--- src/rtl/bank_access_ctrl.sv ---
// Arbiter and read-modify-write sequencer in front of the 16x3 counter bank.
// Grants round-robin increments, runs clear sweeps and lends the read port to the display.
module bank_access_ctrl #(
  parameter int BIT_ADDR = 4,
  parameter int BIT_DATO = 3,
  parameter int TICK_DIV = 6
) (
  input  logic                clk,
  input  logic                rst,
  input  logic                req0,
  input  logic [BIT_ADDR-1:0] addr0,
  output logic                gnt0,
  input  logic                req1,
  input  logic [BIT_ADDR-1:0] addr1,
  output logic                gnt1,
  input  logic                clr_req,
  output logic                clr_gnt,
  output logic                clr_done,
  output logic                op_done,
  input  logic [BIT_ADDR-1:0] disp_addr,
  output logic [BIT_DATO-1:0] disp_rdata,
  output logic                disp_valid,
  output logic [BIT_ADDR-1:0] bank_addr_r,
  input  logic [BIT_DATO-1:0] bank_rdata,
  output logic [BIT_ADDR-1:0] bank_addr_w,
  output logic [BIT_DATO-1:0] bank_wdata,
  output logic                bank_we
);

  typedef enum logic [1:0] {IDLE, RD, WR, CLR} state_t;

  logic tick;

  generate
    if (TICK_DIV == 0) begin : g_no_div
      assign tick = 1'b1;
    end else begin : g_div
      logic [TICK_DIV-1:0] cnt_q;
      always_ff @(posedge clk or negedge rst) begin
        if (!rst) cnt_q <= '0;
        else      cnt_q <= cnt_q + 1'b1;
      end
      assign tick = &cnt_q;
    end
  endgenerate

  state_t              state_q, state_d;
  logic [BIT_ADDR-1:0] addr_q, addr_d;
  logic [BIT_DATO-1:0] data_q, data_d;
  logic [BIT_ADDR-1:0] idx_q, idx_d;
  logic                rr_q, rr_d;       // 1: requester 1 was granted last
  logic [BIT_ADDR-1:0] wa_q, wa_d;
  logic [BIT_DATO-1:0] wd_q, wd_d;
  logic [BIT_DATO-1:0] disp_rdata_q, disp_rdata_d;
  logic                disp_valid_q, disp_valid_d;

  always_comb begin
    // NOTE: every variable gets a default first so no path leaves it unassigned (no latches).
    state_d      = state_q;
    addr_d       = addr_q;
    data_d       = data_q;
    idx_d        = idx_q;
    rr_d         = rr_q;
    wa_d         = wa_q;
    wd_d         = wd_q;
    gnt0         = 1'b0;
    gnt1         = 1'b0;
    clr_gnt      = 1'b0;
    clr_done     = 1'b0;
    op_done      = 1'b0;
    bank_we      = 1'b0;
    bank_addr_w  = wa_q;
    bank_wdata   = wd_q;
    bank_addr_r  = disp_addr;

    unique case (state_q)
      IDLE: begin
        // Grants are combinational, so keep them quiet while reset is held.
        if (tick && rst) begin
          if (clr_req) begin
            clr_gnt = 1'b1;
            idx_d   = '0;
            state_d = CLR;
          end else if (req0 && (!req1 || rr_q)) begin
            gnt0    = 1'b1;
            addr_d  = addr0;
            rr_d    = 1'b0;
            state_d = RD;
          end else if (req1) begin
            gnt1    = 1'b1;
            addr_d  = addr1;
            rr_d    = 1'b1;
            state_d = RD;
          end
        end
      end
      RD: begin
        bank_addr_r = addr_q;
        data_d      = bank_rdata;
        state_d     = WR;
      end
      WR: begin
        bank_we     = 1'b1;
        bank_addr_w = addr_q;
        bank_wdata  = data_q + 1'b1;
        wa_d        = addr_q;
        wd_d        = data_q + 1'b1;
        op_done     = 1'b1;
        state_d     = IDLE;
      end
      CLR: begin
        bank_we     = 1'b1;
        bank_addr_w = idx_q;
        bank_wdata  = '0;
        wa_d        = idx_q;
        wd_d        = '0;
        idx_d       = idx_q + 1'b1;
        if (idx_q == {BIT_ADDR{1'b1}}) begin
          clr_done = 1'b1;
          state_d  = IDLE;
        end
      end
      default: state_d = IDLE;
    endcase

    // The read port belongs to the display except during the increment read.
    disp_rdata_d = (state_q == RD) ? disp_rdata_q : bank_rdata;
    disp_valid_d = (state_q != RD);
  end

  always_ff @(posedge clk or negedge rst) begin
    // NOTE: sequential state uses non-blocking assignments so all flops update together.
    if (!rst) begin
      state_q      <= IDLE;
      addr_q       <= '0;
      data_q       <= '0;
      idx_q        <= '0;
      rr_q         <= 1'b1;
      wa_q         <= '0;
      wd_q         <= '0;
      disp_rdata_q <= '0;
      disp_valid_q <= 1'b0;
    end else begin
      state_q      <= state_d;
      addr_q       <= addr_d;
      data_q       <= data_d;
      idx_q        <= idx_d;
      rr_q         <= rr_d;
      wa_q         <= wa_d;
      wd_q         <= wd_d;
      disp_rdata_q <= disp_rdata_d;
      disp_valid_q <= disp_valid_d;
    end
  end

  assign disp_rdata = disp_rdata_q;
  assign disp_valid = disp_valid_q;

endmodule
--- config.mk ---
export PLATFORM = sky130hd
export DESIGN_NAME = bank_access_ctrl
export DESIGN_NICKNAME = d
export VERILOG_FILES = /design/src/rtl/bank_access_ctrl.sv
export SDC_FILE = /design/constraint.sdc
export NUM_CORES = 1
export LEC_CHECK = 0
export ABC_AREA = 1
export CELL_PAD_IN_SITES_DETAIL_PLACEMENT = 0
export CELL_PAD_IN_SITES_GLOBAL_PLACEMENT = 1
export CORE_UTILIZATION = 27
export DETAILED_ROUTE_END_ITERATION = 8
export PLACE_DENSITY = 0.62
export SKIP_CTS_REPAIR_TIMING = 1
export SLEW_MARGIN = 30
export SYNTH_ARGS = -nofsm -noshare
export SYNTH_HDL_FRONTEND = slang
export SYNTH_SLANG_ARGS = --single-unit
--- constraint.sdc ---
create_clock -name clk -period 3.1 [get_ports clk]
set_input_delay 0.62 -clock clk [delete_from_list [all_inputs] [get_ports clk]]
set_output_delay 0.62 -clock clk [all_outputs]
set_load 0.03 [all_outputs]
==> results.cfg, run 1 <==
[route]
drt-vias-per-instance = 4.10
vias = 1190
first_iter_violations = 67
ant_nets = 0
routed_wl_um = 3270
drc = 0
wl_per_cell_um = 11.3
first_pass_iters = 4

[synthesis]
yosysTopAreaCellShare = 0.498
synth-edff-count = 0
yosys.area.top_type = dfrtp_1
synth_warnings = 0
synth.most_common_cell = nand2_1
synthTopCellsByArea = dfrtp_1 50%, nand2_1 12%, nand3_1 8.0%
synthCells = 174
syn_avg_cell_area_um2 = 8.66
yosys-top-cells-count = 49 x nand2_1, 30 x dfrtp_1, 24 x nand3_1
synth_flop_cell = dfrtp_1
syn_nets = 197
ys_ff_latch = 31
synth.distinct_cells = 25
seq_area_frac_synth = 0.516
async_reset_ff_frac = 1.00
synth_area_mm2 = 0.00151

[placement]
dp_hpwl_um = 2460
gp_congestion = 0.683
portBuffers = 40
dpl.cell_count = 282

[finish]
layout-drive-gt1-share = 0.123
multi_input_area_um2 = 622
area_growth_pct = 37.7
fillers = 530
antenna_cells = 0
layout.cells.non_filler = 290
regArea_um2 = 777
nNetsFinal = 242

[critical_path]
max_stage_delay_ps = 590
cp_max_fo = 20
r2r_setup_slack_ps = 1680
cp-end-kind = output port
crit_slowest_cell = clkdlybuf4s50_1
arrival_ps = 2140
path_class = flop to output port
cp.required_ps = 2480
crit_chain = inv_2 -> nand2_2 -> mux2_4 -> clkdlybuf4s50_1
startpoint_type = flop

[clocking]
cts_tree = built
path_clk_slew_ps = 60
ctsLongestPathBuffers = 2
root_buffer = clkbuf_8
numCtsBuffers = 5
htreeDepth = 2
clkSinkCount = 31
insertion_delay_ps = 280

[die]
core-area_mm2 = 0.00524
io_pins = 41
die_w_um = 76.7
die_area_mm2 = 0.00588
fp.dieH_um = 76.7
initial_core_util = 0.288
rows = 26

[timing]
maxSlewHeadroom = 0.728
tightest_slew_ps = 407
rsz0062_at_grt = no
clock.fmax_mhz = 363
min_period_over_period = 0.890
drv_slew = 0
period_minus_slack_ps = 2760
finalClockSkew_ps = 4.84
hold_viol_final = 0
fin_tns_setup_ps = 0
setup_viol = 0

[power_and_ir_drop]
static-leakage-power_nw = 1.03
p_per_area_mw_per_mm2 = 397
power.total_mw = 0.824
peakVddDrop_mv = 0.168

[global_route]
grt_pass1_vias = 1187
antenna_found_initial = 0
track_usage = 0.122
grt_pass1_wl_um = 5510
grt_max_degree = 32
grt.overflow.total = 0

[outcome]
outcome = complete, no violations

[run]
cap_violations = 0

[hold_path]
hp-class = flop to flop
## final timing paths
check / from / to / cells after the start
min in group asynchronous: rst / g_div.cnt_q[0] / 2
min: g_div.cnt_q[0] / g_div.cnt_q[0] / 1
max reg2reg: g_div.cnt_q[0] / addr_q[2] / 6
max in group asynchronous: rst / rr_q / 2
min reg2reg: g_div.cnt_q[0] / g_div.cnt_q[0] / 1
max: state_q[1] / bank_addr_r[0] / 4
## layer usage
| metal | wire [um] | share of wire | vias to the layer above | global-route usage |
|---|---|---|---|---|
| met2 | 1540 | 0.47 | 25 | 0.197 |
| li1 | - | - | 645 | - |
| met1 | 1580 | 0.48 | 515 | 0.152 |
| met3 | 108 | 0.033 | 5 | 0.0345 |
| met5 | 0 | 0 | - | 0 |
| met4 | 48 | 0.015 | 0 | 0.0519 |
## logic make-up after synthesis
family | share of synthesized area
and+or+nand+nor | 0.269
DFF | 0.516
buffers and inverters | 0.0714
AOI/OAI and AO/OA | 0.0640
xor gates and xnor gates | 0.0349
adders and majority gates | 0.0249
muxes | 0.0199
## state kept, by name, summed over array words and instances, names as in the netlist
name,flops
disp_rdata,3
disp_valid,1
data_q,3
wd_q,3
idx_q,4
addr_q,4
rr_q,1
g_div.cnt_q,6
wa_q,4
state_q,2
## per-stage QoR
stage	util	worst slack, ps	cell area [um^2]	hold slack [ps]
final	0.396	342	2070	463
after floorplan	-	870	1510	324
after detailed placement	0.377	579	1970	449
after global placement	0.377	572	1970	446
after CTS	0.396	314	2070	462
after global routing	0.396	216	2070	491
## critical path: cells and delay by family (launching register included)
family | cells | cell delay, ps
multiplexers | 1 | 380
buffers and inverters | 2 | 780
flip-flops | 1 | 440
AND/OR/NAND/NOR | 1 | 260
## cell usage in the layout (no fill, tap or decap), drive strengths merged
master         count
xnor2              1
buf                4
nand3             24
xor2               5
nand2             52
ha                 3
clkbuf             8
a21oi              4
o211ai             3
inv               21
clkdlybuf4s50     37
dfstp              1
a22o               1
mux2               2
dfrtp             30
clkinv             1
nor2              12
nor3               2
o21ai              9
## where the power goes
| part | switching, mW | internal [mW] |
|---|---|---|
| clock | 0.142 | 0.202 |
| sequential | 0.000924 | 0.407 |
| combinational | 0.0349 | 0.0365 |
## area by class of cell
| class | instances | share of cell area |
|---|---|---|
| Sequential cell | 31 | 0.375 |
| Multi-Input combinational cell | 118 | 0.300 |
| Timing Repair Buffer | 41 | 0.193 |
| Clock buffer | 8 | 0.0483 |
| Inverter | 22 | 0.0422 |
| Tap cell | 70 | 0.0422 |
No activity file was read; power rests on OpenSTA's default activity.
==> run 2: changes to the inputs <==
Settings changed: CORE_MARGIN set to 5, CORE_UTILIZATION 27 to 28, PLACE_DENSITY 0.62 to 0.64.
==> results.cfg, run 2 (same netlist as run 1, synthesis figures left out) <==
[outcome]
outcome = complete, no violations

[finish]
antenna_cells = 0
largest_register_ffs = 6
mostFrequentLayoutCells = 49 x nand2_1, 37 x clkdlybuf4s50_1, 30 x dfrtp_1
fin_util = 0.399
area_growth_pct = 37.1
nNetsFinal = 242
largest_register = g_div.cnt_q
layout-drive-gt1-share = 0.123
layout_commonest_cell = nand2_1

[power_and_ir_drop]
pwr-share-clk = 0.405
p_per_area_mw_per_mm2 = 390
power.total_mw = 0.805
seq_power_share = 0.506
swShare = 0.227
static-leakage-power_nw = 1.02
peakVddDrop_mv = 0.156
p_int_mw = 0.622
p_switching_mw = 0.183
combPwrFrac = 0.088

[global_route]
grt_max_degree = 32
grt.overflow.total = 0
track_usage = 0.107
grt_pass1_wl_um = 6050
grt_pass1_vias = 1265
antenna_found_initial = 0

[route]
drt-vias-per-instance = 4.10
drc = 0
first_pass_iters = 4
routed_wl_um = 3420
wl_per_cell_um = 11.8
ant_nets = 0
first_iter_violations = 58
vias = 1190

[placement]
gp_congestion = 0.722
dp_hpwl_um = 2610
portBuffers = 40

[clocking]
ctsLongestPathBuffers = 2
insertion_delay_ps = 280
htreeDepth = 2
clkSinkCount = 31
cts_tree = built
path_clk_slew_ps = 60
numCtsBuffers = 5
root_buffer = clkbuf_8

[timing]
clock.fmax_mhz = 362
fin_tns_setup_ps = 0
tightest_slew_ps = 387
period_minus_slack_ps = 2770
finalClockSkew_ps = 4.63
min_period_over_period = 0.892
setup_viol = 0
drv_slew = 0
rsz0062_at_grt = no
maxSlewHeadroom = 0.741
hold_viol_final = 0

[critical_path]
cp.required_ps = 2480
arrival_ps = 2150
startpoint_type = flop
cp-end-kind = output port
path_class = flop to output port
cp_max_fo = 20

[die]
die_area_mm2 = 0.00695
die_w_um = 83.4
fp.dieH_um = 83.4
core-area_mm2 = 0.00517
rows = 26
initial_core_util = 0.291
io_pins = 41

[run]
cap_violations = 0

[hold_path]
hp-class = flop to flop
==> run 2: changes by cell type in the layout (fill, tap and decap cells not counted) <==
cell      delta
clkbuf_8     -1
clkinv_2     +1
==> run 2: metal layers <==
layer | vias to the layer above | wire, um | GRT usage
li1 | 644 | - | -
met1 | 511 | 1640 | 0.136
met2 | 33 | 1550 | 0.167
met3 | 2 | 204 | 0.0347
met4 | 0 | 26 | 0.0401
met5 | - | 0 | 0
==> run 2: critical path, cell delays in order, from the launching register on <==
cell and delay (ps):
dfrtp_1 440, inv_2 190, nand2_2 270, mux2_4 370, clkdlybuf4s50_1 590
==> run 2: power by group through the flow <==
| stage | registers, mW | clock network [mW] | logic (mW) |
|---|---|---|---|
| after global placement | 0.415 | 0 | 0.0732 |
| after CTS | 0.407 | 0.339 | 0.0731 |
| after global routing | 0.407 | 0.356 | 0.0793 |
| final | 0.408 | 0.326 | 0.0711 |
| after detailed placement | 0.415 | 0 | 0.0731 |
| after floorplan | 0.419 | 0 | 0.0218 |
==> run 2: area by class of cell <==
class                      count  area [um^2]
clock inverter                 1         5.00
clock buffer                   7         86.3
timing repair buffer          41          400
fill                         546         3110
inverter                      22         87.6
sequential                    31          777
multi-input combinational    118          622
tap                           70         87.6
==> run 2: path summary, 6_finish.rpt <==
kind,start,endpoint,slack [ps],depth (start not counted)
setup / recovery,state_q[1],bank_addr_r[2],330,4
hold / removal,g_div.cnt_q[0],g_div.cnt_q[0],460,1
setup reg to reg,g_div.cnt_q[0],addr_q[3],1690,6
hold reg to reg,g_div.cnt_q[0],g_div.cnt_q[0],460,1
max in group asynchronous,rst,rr_q,2020,2
min in group asynchronous,rst,g_div.cnt_q[3],760,2
==> run 2: metrics by stage <==
stage	std cells	cell area [um^2]	setup WS [ps]	hold WS, ps
4_1_cts	290	2070	308	462
5_1_grt	290	2070	181	478
2_1_floorplan	174	1510	870	324
3_5_place_dp	282	1970	572	449
3_3_place_gp	282	1970	568	443
6_report	290	2070	335	461
==> run 3: changes to the inputs <==
Settings changed: TNS_END_PERCENT set to 5.
==> results of run 3 <==
Final layout, timing and power as in run 2 (identical DEF).
